`src/rtl/uart_tx_pkg.sv`:
```
// Shared definitions for the UART transmit core: FSM states, line-control
// encodings, the divisor floor and the parity helper.
package uart_tx_pkg;

  typedef enum logic [2:0] {
    IDLE,
    START,
    DATA,
    PARITY,
    STOP
  } tx_state_t;

  localparam logic [1:0] WLS_5 = 2'b00;
  localparam logic [1:0] WLS_6 = 2'b01;
  localparam logic [1:0] WLS_7 = 2'b10;
  localparam logic [1:0] WLS_8 = 2'b11;

  localparam logic [1:0] PS_ODD    = 2'b00;
  localparam logic [1:0] PS_EVEN   = 2'b01;
  localparam logic [1:0] PS_STICK1 = 2'b10;
  localparam logic [1:0] PS_STICK0 = 2'b11;

  localparam int unsigned MIN_DIV = 2;

  function automatic logic [7:0] wls_mask(input logic [1:0] wls);
    logic [7:0] mask;
    case (wls)
      WLS_5:   mask = 8'h1f;
      WLS_6:   mask = 8'h3f;
      WLS_7:   mask = 8'h7f;
      default: mask = 8'hff;
    endcase
    return mask;
  endfunction

  // Only the bits that will actually be sent contribute to the parity.
  function automatic logic parity_bit(input logic [7:0] data,
                                      input logic [1:0] wls,
                                      input logic [1:0] ps);
    logic x;
    logic p;
    x = ^(data & wls_mask(wls));
    case (ps)
      PS_ODD:    p = ~x;
      PS_EVEN:   p = x;
      PS_STICK1: p = 1'b1;
      default:   p = 1'b0;
    endcase
    return p;
  endfunction

endpackage

```
`src/rtl/uart_baud_gen.sv`:
```
// Bit-period timer: reloads to div_i-1 on restart or expiry and flags a tick
// on the last cycle of each period.
module uart_baud_gen #(
  parameter int DIV_WIDTH = 16
) (
  input  logic                 clk_i,
  input  logic                 rst_i,
  input  logic                 restart_i,
  input  logic [DIV_WIDTH-1:0] div_i,
  output logic                 tick_o
);

  logic [DIV_WIDTH-1:0] cnt_q;

  always_ff @(posedge clk_i or posedge rst_i) begin
    if (rst_i) begin
      cnt_q <= '0;
    end else if (restart_i || (cnt_q == '0)) begin
      cnt_q <= div_i - DIV_WIDTH'(1);
    end else begin
      cnt_q <= cnt_q - DIV_WIDTH'(1);
    end
  end

  assign tick_o = (cnt_q == '0) && !restart_i;

endmodule

```
`src/rtl/uart_tx_core.sv`:
```
// UART transmit framer: start, 5-8 data bits LSB first, optional parity, 1-2 stops.
// Optional break control is compiled in with UART_TX_BREAK_EN.
module uart_tx_core
  import uart_tx_pkg::*;
#(
  parameter int DIV_WIDTH = 16
) (
  input  logic                 clk_i,
  input  logic                 rst_i,
  input  logic [DIV_WIDTH-1:0] div_i,
  input  logic [1:0]           wls_i,
  input  logic                 stb_i,
  input  logic                 pen_i,
  input  logic [1:0]           ps_i,
  input  logic                 tx_valid_i,
  input  logic [7:0]           tx_data_i,
  output logic                 tx_ready_o,
  output logic                 uart_tx_o,
  output logic                 busy_o,
  output logic                 done_o
`ifdef UART_TX_BREAK_EN
  ,
  input  logic                 brk_i
`endif
);

  localparam logic [DIV_WIDTH-1:0] MIN_DIV_W = DIV_WIDTH'(MIN_DIV);

  tx_state_t            state_q;
  logic [7:0]           shift_q;
  logic [2:0]           bit_cnt_q;
  logic [1:0]           wls_q;
  logic                 stb_q;
  logic                 pen_q;
  logic                 par_q;
  logic                 stop_left_q;
  logic [DIV_WIDTH-1:0] div_q;
  logic                 line_q;
  logic                 done_q;

  logic [DIV_WIDTH-1:0] div_clamped;
  logic [DIV_WIDTH-1:0] baud_div;
  logic                 idle;
  logic                 transfer;
  logic                 tick;

  assign idle        = (state_q == IDLE);
  assign div_clamped = (div_i < MIN_DIV_W) ? MIN_DIV_W : div_i;
  // The timer loads from the live input on the accepting edge, then the latched copy.
  assign baud_div    = idle ? div_clamped : div_q;
  assign transfer    = tx_valid_i && tx_ready_o;
  assign busy_o      = !idle;
  assign done_o      = done_q;

`ifdef UART_TX_BREAK_EN
  assign tx_ready_o = idle && !brk_i;
  assign uart_tx_o  = line_q && !(idle && brk_i && !rst_i);
`else
  assign tx_ready_o = idle;
  assign uart_tx_o  = line_q;
`endif

  uart_baud_gen #(
    .DIV_WIDTH(DIV_WIDTH)
  ) u_baud (
    .clk_i    (clk_i),
    .rst_i    (rst_i),
    .restart_i(transfer),
    .div_i    (baud_div),
    .tick_o   (tick)
  );

  always_ff @(posedge clk_i or posedge rst_i) begin
    if (rst_i) begin
      state_q     <= IDLE;
      shift_q     <= '0;
      bit_cnt_q   <= '0;
      wls_q       <= '0;
      stb_q       <= 1'b0;
      pen_q       <= 1'b0;
      par_q       <= 1'b0;
      stop_left_q <= 1'b0;
      div_q       <= '0;
      line_q      <= 1'b1;
      done_q      <= 1'b0;
    end else begin
      done_q <= 1'b0;
      case (state_q)
        IDLE: begin
          line_q <= 1'b1;
          if (transfer) begin
            shift_q <= tx_data_i;
            wls_q   <= wls_i;
            stb_q   <= stb_i;
            pen_q   <= pen_i;
            par_q   <= parity_bit(tx_data_i, wls_i, ps_i);
            div_q   <= div_clamped;
            line_q  <= 1'b0;
            state_q <= START;
          end
        end
        START: begin
          if (tick) begin
            line_q    <= shift_q[0];
            shift_q   <= {1'b0, shift_q[7:1]};
            bit_cnt_q <= '0;
            state_q   <= DATA;
          end
        end
        DATA: begin
          // bit_cnt_q indexes the bit currently on the line; last index is 4+wls.
          if (tick) begin
            if (bit_cnt_q == {1'b1, wls_q}) begin
              if (pen_q) begin
                line_q  <= par_q;
                state_q <= PARITY;
              end else begin
                line_q      <= 1'b1;
                stop_left_q <= stb_q;
                state_q     <= STOP;
              end
            end else begin
              line_q    <= shift_q[0];
              shift_q   <= {1'b0, shift_q[7:1]};
              bit_cnt_q <= bit_cnt_q + 3'd1;
            end
          end
        end
        PARITY: begin
          if (tick) begin
            line_q      <= 1'b1;
            stop_left_q <= stb_q;
            state_q     <= STOP;
          end
        end
        STOP: begin
          if (tick) begin
            if (stop_left_q) begin
              stop_left_q <= 1'b0;
            end else begin
              state_q <= IDLE;
              done_q  <= 1'b1;
            end
          end
        end
        default: state_q <= IDLE;
      endcase
    end
  end

endmodule

```
`config.mk`:
```
export PLATFORM = sky130hd
export DESIGN_NAME = uart_tx_core
export DESIGN_NICKNAME = d
export VERILOG_FILES = /design/src/rtl/uart_tx_pkg.sv /design/src/rtl/uart_baud_gen.sv /design/src/rtl/uart_tx_core.sv
export SDC_FILE = /design/constraint.sdc
export NUM_CORES = 1
export LEC_CHECK = 0
export CAP_MARGIN = 20
export CORE_MARGIN = 1.5
export CORE_UTILIZATION = 40
export CTS_BUF_LIST = sky130_fd_sc_hd__clkbuf_16
export DETAILED_ROUTE_END_ITERATION = 10
export HOLD_SLACK_MARGIN = 0.02
export MAX_ROUTING_LAYER = met4
export PLACE_DENSITY_LB_ADDON = 0.2
export RECOVER_POWER = 50
export SYNTH_ARGS = -nofsm -noshare
export SYNTH_HDL_FRONTEND = slang
export SYNTH_SLANG_ARGS = --single-unit
```
`constraint.sdc`:
```
create_clock -name clk_i -period 4.8 [get_ports clk_i]
set_input_delay 0.72 -clock clk_i [delete_from_list [all_inputs] [get_ports clk_i]]
set_output_delay 0.72 -clock clk_i [all_outputs]
set_load 0.05 [all_outputs]
```
**Yosys cells after proc, flatten, opt, wreduce, memory -nomap -nowiden**

Cells that the tools add are included.

- Flip-flop bits (word level): 54
- Latch bits: 0
- Memory bits (writable): 0
- Memory bits (read-only): 0
- Input bits: 33
- Output and inout bits: 4
- Logic and storage cells: 97
- Memories kept: 0

- Add/subtract/negate cells: 3
- Multiply operators: 0
- Div/mod/pow operators: 0
- Order comparisons: 1
- Eq/ne operators: 18
- Shifts and indexed selects: 0
- Multiplexer cells: 41
- Bitwise operators: 2
- Reduce and logical (&&, ||, !) cells: 20

Operators by type and width:

| cell | count |
|---|---|
| 2-to-1 mux 16 bit | 3 |
| 2-to-1 mux 8 bit | 6 |
| one-hot mux 8 bit (3 select lines) | 2 |
| 2-to-1 mux 3 bit | 11 |
| subtractor 16 x 1 -> 16 bit, second input constant | 2 |
| zero test 16 bit | 1 |
| < comparator 16 x 2 -> 1 bit, second input constant | 1 |
| != test 2 bit, second input constant | 8 |
| one-hot mux 3 bit (5 select lines) | 1 |
| 2-to-1 mux 1 bit | 14 |
| AND 8 bit | 1 |
| AND reduction 4 bit | 2 |
| XOR reduction 8 bit | 1 |
| AND reduction 7 bit | 1 |
| == test 3 x 2 -> 1 bit, second input constant | 2 |
| one-hot mux 1 bit (3 select lines) | 2 |
| one-hot mux 3 bit (2 select lines) | 1 |
| AND reduction 6 bit | 1 |
| nonzero test 3 bit | 2 |
| AND reduction 5 bit | 1 |
| == test 2 x 1 -> 1 bit, second input constant | 2 |
| == test 2 bit, second input constant | 2 |
| zero test 2 bit | 2 |
| one-hot mux 1 bit (4 select lines) | 1 |
| other kinds (13) | 15 |

**Longest topological paths before layout**

- Depth in word-level cells: 8
- Gate-level depth with buffers: 15
- Mapped depth without buffers: 12

**By module**

A second synthesis with hierarchy kept.

- Cell total of the unflattened synthesis: 358
- Area total of the unflattened synthesis: 3326.9 sq um

Modules (own cells, without submodules):

| module | times used | cells each | area an instance (sq um) | seq. area each (sq um) |
|---|---|---|---|---|
| uart_tx_core | 1 | 231 | 2118.3 | 952.2 |
| uart_baud_gen | 1 | 127 | 1208.7 | 400.4 |

**Worst setup path before layout**

No wires, ideal clock.

- Path type: input port to flip-flop
- From: in div_i[8]
- To: reg u_baud.cnt_q[6]
- Data arrival time: 3.209 ns
- Data required time: 4.668 ns
- Setup slack: 1.458 ns
- Stages on the path: 12
- Cells stage by stage: or4_2 -> nor4_4 -> nor2_1 -> a211oi_2 -> a21oi_1 -> ha_1 -> o311ai_2 -> buf_6 -> nor2_1 -> xor2_1 -> o211ai_1 -> o21ai_0

- Cells in the longest elaborated chain, start to end: 5

RTL lines:

| item | line | source |
|---|---|---|
| start, declared | uart_tx_core.sv:10 | `input logic [DIV_WIDTH-1:0] div_i,` |
| < comparator 16 x 2 -> 1 bit | uart_tx_core.sv:48 | `assign div_clamped = (div_i < MIN_DIV_W) ? MIN_DIV_W : div_i;` |
| 2-to-1 mux 16 bit | uart_tx_core.sv:48 |  |
| 2-to-1 mux 16 bit | uart_tx_core.sv:50 | `assign baud_div = idle ? div_clamped : div_q;` |
| subtractor 16 x 1 -> 16 bit | uart_baud_gen.sv:19 | `cnt_q <= div_i - DIV_WIDTH'(1);` |
| 2-to-1 mux 16 bit | uart_baud_gen.sv:18 | `end else if (restart_i \|\| (cnt_q == '0)) begin` |
| end signal, assigned | uart_baud_gen.sv:19 |  |
| end signal, assigned | uart_baud_gen.sv:21 | `cnt_q <= cnt_q - DIV_WIDTH'(1);` |
| end, declared | uart_baud_gen.sv:13 | `logic [DIV_WIDTH-1:0] cnt_q;` |

No other way between the ends.
A chain may end at the register's enable or synchronous reset.

**Worst setup path in the final report**

- From: in tx_valid_i
- To: reg u_baud.cnt_q[12]

- Cells in the longest elaborated chain, start to end: 3

RTL lines:

| item | line | source |
|---|---|---|
| start, declared | uart_tx_core.sv:15 | `input logic tx_valid_i,` |
| logical AND 1 bit | uart_tx_core.sv:51 | `assign transfer = tx_valid_i && tx_ready_o;` |
| logical OR 1 bit | uart_baud_gen.sv:18 |  |
| 2-to-1 mux 16 bit | uart_baud_gen.sv:18 |  |

No other way between the ends.

==> impl_results.md <==
- WS Path Type: in2reg
- Port bufs: 36
- Synth area leaders: dfrtp_1 40%, nand2_1 10%, mux2_2 5.4%
- R2r startpoint: state_q[0]
- Antenna fix cells: 0
- Mux contribution to synthesized area: 6.87%
- Status: complete, but fails checks
- Worst reg-to-reg path cell count: 10
- P_sw: 1.05 mW
- Synth cell types: 58
- #FFs+latches synth: 54
- RSZ-0062 raised after global routing: no
- Final min period: 4.10 ns
- Compound-gate portion of the synthesized area: 14.0%
- Crit-path max cell delay: 0.98 ns
- Comb pwr share: 48.5%
- Clk buf depth: 2
- DR iter-0 viols: 154
- Final setup viols: 0
- Clock network fraction of total power: 16.3%
- TritonCTS clock tree: yes
- Hold path depth: 1
- Vias: 2773
- CP required: 4.97 ns
- Chip width: 94.5 um
- Num CTS Buffers: 5
- Max capacitance violation total: 1
- Failing checks: capacitance limit, slew limit
- Peak supply drop: 0.220 mV
- Dpl cells: 504
- Arrival @ worst endpoint: 4.27 ns
- Area Growth Syn to Fin: 16.1%
- DR DRC count: 0
- Placeable Area: 0.00818 sq mm
- Worst Hold Class: reg2reg
- Wire per inst: 15.1 um
- Critical path capture point type: register
- Warnings from Yosys: 0
- HP Start: stop_left_q
- Final period util: 85.4%
- Clk sinks: 54
- Sw Share: 42.4%
- Root Buffer: clkbuf_16
- Transition time of the tightest slew-check pin: 2.94 ns
- # resized after CTS: 0
- Commonest non-fill, non-tap cells in the layout: 93 x nand2_1, 53 x dfrtp_1, 35 x clkdlybuf4s50_1
- CP max FO: 26
- Crit start category: primary input
- Syn Inst Count: 376
- Post-Syn Area: 0.00335 sq mm
- Global-route wire length before repair: 13300 um
- Die area: 0.00893 sq mm
- Hold Slack: 0.476 ns
- H-tree level count: 2
- EDFF count, synth: 0
- Pwr dens: 636 mW/mm^2
- Worst rel slew slack: -96.1%
- Share of the synthesized area in the top cell type: 39.6%
- WHS Endpoint: done_o
- Tot GR Track Use: 19.7%
- Post-synthesis net count: 411
- Detail-routed via count per cell: 5.42
- Max Slew Vio Count: 55
- Adder-cell share of the synthesized area: 0.747%
- Area share of and/or/nand/nor cells after synthesis: 24.5%
- Gpl congestion: 0.793
- Cell-internal power: 1.42 mW
- Largest net degree at the start of global routing: 55
- Skew-Pair Late Insertion Delay: 0.29 ns
- Post-DP HPWL: 5490 um
- Commonest non-fill, non-tap cell in the layout: nand2_1
- Hold buffers post-CTS: 0
- Largest family of logic cells by synthesized area: simple AND/OR/NAND/NOR gates
- # rows: 33
- Cell Chain, Critical Path: clkdlybuf4s50_1, nor4b_4, clkbuf_1, a21oi_2, a211oi_2, a21oi_1, ha_1, o311ai_2, nor3_1, xor2_1, o311a_1
- Reg2reg end: u_baud.cnt_q[12]
- Sequential power share: 35.3%
- CTS clock-pin slew for the worst setup and hold paths: 0.07 ns
- Setup_tns: 0 ns
- Vias in the first global route: 2742
- Leak: 1.59 nW
- F_max: 244 MHz
- Gr ovfl total: 0
- First-pass detailed-route iteration total: 4
- Final Util: 47.6%
- Slowest-stage cell, CP: clkbuf_1
- Cell taking the most area after synthesis: dfrtp_1
- Share of post-route cells with drive strength above 1: 10.8%
- Seq/Total Area, Yosys: 40.4%
- Nets: 441
- Reg2reg setup slack: 0.92 ns
- Fin. Hold Viols: 0
- Finished Layout Cells: 512
- Synth Flop Type: dfrtp_1
- Die Y: 94.5 um
- Initial antenna violation count: 0
- Post-route ant nets: 0
- Avg Cell Area, Syn: 8.91 sq um
- Routed WL: 7710 um
- Boundary Pins: 37
- Setup bufs post-CTS: 0
- Xor/xnor share of the synthesized area: 8.11%
- Worst Skew: 0.00546 ns
- Post-synth ARST share: 100%
- Initial Utilization: 41.0%
cell families (layout without fill, tap and decap cells):
family / after synthesis / after routing
buf+inv: 27 / 58
fa+ha+maj: 2 / 2
xor+xnor: 31 / 31
simple gates: 167 / 167
mux: 21 / 21
compound gates: 74 / 74
flops: 54 / 54
how the worst max path moves through the flow:
stage / slack (ns) / cells after the start / end / start
2_1_floorplan: 1.46 / 12 / u_baud.cnt_q[6] / div_i[8]
3_3_place_gp: 0.64 / 11 / u_baud.cnt_q[12] / div_i[6]
3_5_place_dp: 0.55 / 11 / u_baud.cnt_q[12] / div_i[6]
4_1_cts: 0.81 / 11 / u_baud.cnt_q[12] / div_i[6]
5_1_grt: 0.37 / 12 / u_baud.cnt_q[6] / tx_valid_i
6_report: 0.70 / 11 / u_baud.cnt_q[12] / tx_valid_i
area by class of cell:
type	instances	area, sq um
flip-flops and latches	54	1350
repair buffers	42	398
clock inverters	3	37.5
inverters	8	30.0
fillers	825	4290
multi-input cells	295	1810
clock buffers	5	125
well taps	105	131
registers in the layout, summed over array words and instances, names as in the netlist:
register and flops:
div_q 16, u_baud.cnt_q 16, stb_q 1, shift_q 8
stop_left_q 1, done_o 1, state_q 3, par_q 1
wls_q 2, pen_q 1, bit_cnt_q 3, uart_tx_o 1
per-layer routing:
metal / share of wire [%] / wire [um] / up-vias / GRT usage [%]
li1: - / - / 1365 / -
met1: 48 / 3680 / 1326 / 26.2
met2: 46 / 3520 / 77 / 30.6
met3: 5.6 / 435 / 5 / 3.62
met4: 1.0 / 77 / 0 / 5.97
met5: 0 / 0 / - / -
metrics by stage:
stage               setup WS (ns)  instance area (sq um)  total power, mW
floorplan                    1.46                   3350             1.84
global placement            0.637                   3730             2.06
detailed placement          0.546                   3730             2.09
CTS                         0.809                   3900             2.50
global route                0.374                   3890             2.68
finish                      0.702                   3890             2.48
critical path: cells and delay by family:
kind | cells | cell delay [ns]
buffers and inverters | 2 | 1.52
adders and majority gates | 1 | 0.31
and+or+nand+nor | 2 | 0.37
xor gates and xnor gates | 1 | 0.18
AOI/OAI and AO/OA | 5 | 1.17
synth_stat cells (3+ instances only):
| cell type | number |
|---|---|
| nor2_1 | 24 |
| buf_6 | 3 |
| dfrtp_1 | 53 |
| clkbuf_1 | 8 |
| nor4_1 | 3 |
| a31oi_1 | 4 |
| o211ai_1 | 3 |
| clkbuf_8 | 5 |
| mux2_2 | 16 |
| or4_1 | 3 |
| inv_1 | 7 |
| nand3_1 | 7 |
| a21oi_1 | 25 |
| mux2i_1 | 5 |
| o21ai_0 | 20 |
| xor2_1 | 12 |
| nand2_1 | 93 |
| nor3_1 | 11 |
| o31ai_1 | 5 |
| or3_1 | 6 |
| xnor2_1 | 19 |
power by group through the flow:
stage | Combinational (mW) | Sequential, mW | Clock [mW]
after floorplan | 1.04 | 0.806 | 0
after global placement | 1.19 | 0.872 | 0
after detailed placement | 1.21 | 0.879 | 0
after CTS | 1.21 | 0.874 | 0.416
after global routing | 1.35 | 0.904 | 0.432
final | 1.20 | 0.873 | 0.403
Power figures use the tool's default switching activity.
